===== config.mk =====
export PLATFORM = sky130hd
export DESIGN_NAME = branch_predictor
export DESIGN_NICKNAME = d
export VERILOG_FILES = /design/src/rtl/branch_predictor.sv
export SDC_FILE = /design/constraint.sdc
export NUM_CORES = 2
export LEC_CHECK = 0
export ABC_AREA = 1
export CORE_MARGIN = 2
export CORE_UTILIZATION = 46
export DETAILED_ROUTE_END_ITERATION = 8
export HOLD_SLACK_MARGIN = 0.1
export SLEW_MARGIN = 40
export SYNTH_ARGS = -nofsm -noshare
export SYNTH_HDL_FRONTEND = slang
export SYNTH_SLANG_ARGS = --single-unit

===== constraint.sdc =====
create_clock -name CLK -period 4.9 [get_ports CLK]
set_input_delay 0.98 -clock CLK [delete_from_list [all_inputs] [get_ports CLK]]
set_output_delay 0.98 -clock CLK [all_outputs]
set_load 0.03 [all_outputs]

===== src/rtl/branch_predictor.sv =====
// Direct-mapped branch target buffer with per-entry saturating direction counters.
// Predicts the next fetch PC combinationally. Training and statistics come from execute-stage resolves.
module branch_predictor #(
    parameter int ENTRIES  = 16,
    parameter int CTR_BITS = 2
) (
    input  logic        CLK,
    input  logic        nRST,
    input  logic        en,
    input  logic        flush,
    input  logic [31:0] fetch_pc,
    output logic        pred_taken,
    output logic [31:0] pred_target,
    input  logic        resolve_valid,
    input  logic [31:0] resolve_pc,
    input  logic        resolve_taken,
    input  logic [31:0] resolve_target,
    input  logic        resolve_pred_taken,
    input  logic [31:0] resolve_pred_target,
    output logic        mispredict,
    output logic [31:0] correct_pc,
    output logic [31:0] stat_resolved,
    output logic [31:0] stat_mispredict
);
    localparam int IDX_BITS = $clog2(ENTRIES);
    localparam int TAG_BITS = 30 - IDX_BITS;
    localparam logic [CTR_BITS-1:0] CTR_ONE = CTR_BITS'(1);
    localparam logic [CTR_BITS-1:0] CTR_MAX = '1;
    localparam logic [CTR_BITS-1:0] THRESH  = CTR_ONE << (CTR_BITS - 1);

    logic [ENTRIES-1:0]  valid;
    logic [TAG_BITS-1:0] tags    [ENTRIES];
    logic [29:0]         targets [ENTRIES];
    logic [CTR_BITS-1:0] ctrs    [ENTRIES];

    logic [IDX_BITS-1:0] f_idx;
    logic [IDX_BITS-1:0] r_idx;
    logic [TAG_BITS-1:0] f_tag;
    logic [TAG_BITS-1:0] r_tag;
    logic                f_hit;
    logic                r_hit;

    assign f_idx = fetch_pc[IDX_BITS+1:2];
    assign f_tag = fetch_pc[31:IDX_BITS+2];
    assign r_idx = resolve_pc[IDX_BITS+1:2];
    assign r_tag = resolve_pc[31:IDX_BITS+2];

    // Lookup reads only registered state, so a same-cycle update is never bypassed.
    assign f_hit       = valid[f_idx] && (tags[f_idx] == f_tag);
    assign r_hit       = valid[r_idx] && (tags[r_idx] == r_tag);
    assign pred_taken  = f_hit && ctrs[f_idx][CTR_BITS-1];
    assign pred_target = pred_taken ? {targets[f_idx], 2'b00} : fetch_pc + 32'd4;

    assign mispredict = resolve_valid &&
                        ((resolve_taken != resolve_pred_taken) ||
                         (resolve_taken && (resolve_target != resolve_pred_target)));
    assign correct_pc = resolve_taken ? resolve_target : resolve_pc + 32'd4;

    always_ff @(posedge CLK or negedge nRST) begin
        if (!nRST) begin
            valid <= '0;
            // NOTE: the table is reset entry by entry because a defined post-reset target/counter state is required; this costs a reset on every storage bit.
            for (int i = 0; i < ENTRIES; i++) begin
                tags[i]    <= '0;
                targets[i] <= '0;
                ctrs[i]    <= '0;
            end
            stat_resolved   <= '0;
            stat_mispredict <= '0;
        end else if (en) begin
            if (flush) begin
                valid <= '0;
            end else if (resolve_valid) begin
                if (r_hit) begin
                    if (resolve_taken) begin
                        if (ctrs[r_idx] != CTR_MAX) ctrs[r_idx] <= ctrs[r_idx] + CTR_ONE;
                        targets[r_idx] <= resolve_target[31:2];
                    end else if (ctrs[r_idx] != '0) begin
                        ctrs[r_idx] <= ctrs[r_idx] - CTR_ONE;
                    end
                end else if (resolve_taken) begin
                    valid[r_idx]   <= 1'b1;
                    tags[r_idx]    <= r_tag;
                    targets[r_idx] <= resolve_target[31:2];
                    ctrs[r_idx]    <= THRESH;
                end
            end

            // Statistics keep counting through a flush.
            if (resolve_valid) begin
                if (stat_resolved != '1) stat_resolved <= stat_resolved + 32'd1;
                if (mispredict && (stat_mispredict != '1)) stat_mispredict <= stat_mispredict + 32'd1;
            end
        end
    end
endmodule


==> impl_metrics.yaml <==
run_status:
  outcome: "finished, final reports clean"
cts:
  cts_tree: "built"
  cts_buffers: 112
  clock_latency_ns: 0.72
  hold_buffers: 0
  cts_root_buf: "clkbuf_16"
  htree_levels: 3
  path_clk_slew_ns: 0.06
  cts.sink_count: 1008
  clock_path_buffers: 3
global_route:
  grt_use_total: 0.359
  grt_max_degree: 135
  grt_use_met1: 0.527
  grtUsageMet2: 0.518
  grt_overflow_total: 0
  grt_busiest_layer: "met1"
  grt_pass1_wl_um: 330000
  met3_usage: 0.0873
  grt_pass1_vias: 50100
  antenna_found_initial: 9
floorplanning:
  chipWidth_um: 349
  ios: 265
  die_h_um: 349
  rows: 126
  core_area_mm2: 0.118
  initial_core_util: 0.463
  dieArea_mm2: 0.121
final_layout:
  area_growth_pct: 20.7
  drive_gt1_frac: 0.105
  instances_no_fill: 9349
  fillers: 11200
  final_core_util: 0.559
  design_area_mm2: 0.0659
  fin_nets: 7862
run:
  maxCapViolations: 0
yosys:
  netlist_area_mm2: 0.0546
  seq_area_frac_synth: 0.462
  synth_nets: 7591
  yosysUniqueCellTypes: 55
  synth_cells: 7447
  yosysWarnings: 0
  synth_seq_cells: 1008
  async_reset_ff_frac: 1.00
  synth-edff-count: 0
  synth_ff_type: "dfrtp_1"
  syn_area_per_cell_um2: 7.33
timing:
  finClkSkew_ns: 0.0289
  finalCriticalPeriod_ns: 4.82
  setup_viol_count_final: 0
  hold_viol_final: 0
  fmax_ghz: 0.207
  fin_crit_sh: 0.984
  tightest_slew_ns: 0.955
  holdWs_ns: 0.192
  finalMaxSlewViolations: 0
  rsz0062_at_grt: "yes"
  relSlewSlack: 0.363
setup_path:
  cp-start-kind: "primary input"
  ff2ff_path_depth: 21
  worstSetupEndpointType: "output port"
  cp.required_ns: 3.92
  critPathMaxFanout: 39
  critical_path_arrival_ns: 3.84
  crit_type: "primary input to output port"
routing:
  num_vias: 54400
  drt_iter0_markers: 7083
  drc_errors: 0
  wl_per_cell_um: 23.8
  dr.pass1.iters: 8
  drt_wl_total_um: 223000
  via_per_inst: 5.82
  ant_nets: 0
placed_design:
  post-dp-hpwl_um: 148000
  placedInstanceArea_mm2: 0.0615
  dpl.cell_count: 9123
  io_buffers: 264
  gp_congestion: 1.00
power_and_ir_drop:
  p_leak_nw: 30.9
  powerDensity_mw_per_mm2: 335
  ir_worst_vdd_mv: 0.277
worst_hold_path:
  hold_path_class: "primary input to asynchronous set/reset pin"
## sequential cells by signal, indices dropped and copies added (netlist names)
register,flops
ctrs,32
stat_mispredict,32
stat_resolved,32
tags,416
targets,480
valid,16
## layout make-up
class | instances | area [um^2] | share of cell area
timing repair buffer | 707 | 7760 | 0.118
clock inverter | 39 | 503 | 0.00763
timing repair inverter | 1 | 11.3 | 0.000171
sequential | 1008 | 25200 | 0.383
clock buffer | 164 | 3300 | 0.0501
tap | 1536 | 1920 | 0.0292
inverter | 527 | 2030 | 0.0307
multi-input combinational | 5361 | 25100 | 0.381
antenna | 6 | 15.0 | 0.000228
## Yosys cell counts (all sizes together) (8+ instances only)
master	instances	area, um^2
o221ai	39	342
dfrtp	1008	25200
clkbuf	325	1220
o21ai	1566	7840
o211ai	34	255
xor2	99	867
clkinv	8	30.0
nor3	60	322
a21oi	239	1200
nand3	306	1550
buf	226	1360
nor2	589	2260
o211a	8	80.1
nand2	2150	8150
a221oi	13	114
nor4	24	150
o22ai	86	538
ha	9	113
a32o	12	120
nand4	63	419
xnor2	23	201
inv	519	1950
## power by group
group          switching, W  internal (W)  leakage [nW]
Clock               0.00365       0.00513          1.86
Combinational       0.00245       0.00135          15.3
Sequential         0.000482       0.00902          13.7
## cell families (layout without fill, tap and decap cells)
family                   count (synthesis)  count (layout)  synth area share
buffers and inverters                 1078            1438            0.0834
AND/OR/NAND/NOR                       3208            3208             0.237
flip-flops                            1008            1008             0.462
adder cells (fa/ha/maj)                  9               9           0.00206
AO/OA/AOI/OAI                         2022            2022             0.196
XOR/XNOR                               122             122            0.0196
other                                    0               6                 0
## critical path, stage by stage
cell	delay (ns)
buf_16	0.18
buf_16	0.19
buf_12	0.21
a21oi_1	0.09
o21ai_0	0.07
o21ai_0	0.11
buf_4	0.16
nand2_1	0.08
nand3_1	0.08
nand2_1	0.17
buf_4	0.14
nand3_1	0.07
nor2_1	0.11
nand2_1	0.10
nor3_2	0.18
buf_4	0.16
nand3_1	0.19
nand2_1	0.25
nand2_1	0.13
buf_12	0.15
## layer usage
layer  vias up  part of all wire
met4         8             0.036
li1      24900                 -
met3       430              0.12
met2      2919              0.42
met1     26100              0.43
met5         -           0.00024
## stage by stage
stage	total power, W	setup WS [ns]	TNS, ns
after floorplan	0.0116	0.327	0
after global placement	0.0132	-0.334	-4.06
after detailed placement	0.0133	-0.306	-3.54
after CTS	0.0220	0.00826	0
after global routing	0.0230	0.00330	0
final	0.0221	0.0801	0
## layout by cell type, fill, tap and decap left out, drive strengths merged, types with 39 or more instances in the layout
master,count
clkbuf,171
nor2,589
buf,501
o21ai,1566
a21oi,239
dfrtp,1008
xor2,99
nand2,2150
nand4,63
o221ai,39
o22ai,86
clkdlybuf4s50,185
nor3,60
nand3,306
inv,518
## final timing paths
check,start,end,slack (ns)
setup / recovery,fetch_pc[2],pred_target[29],0.08
min in group CLK,targets[30],targets[30],0.48
max in group asynchronous,nRST,tags[177],3.44
setup reg to reg,tags[271],tags[3],1.97
hold reg to reg,targets[30],targets[30],0.48
hold / removal,nRST,tags[240],0.19
## timing repair
| action | in CTS | in global routing |
|---|---|---|
| hold endpoints to repair | 0 | 0 |
| setup endpoints to repair | 36 | 49 |
| cloned | 1 | 7 |
| buffers inserted | 3 | 6 |
| pin swaps | 2 | 8 |
| gates resized for setup | 20 | 89 |
(Power assumes the default switching activity.)
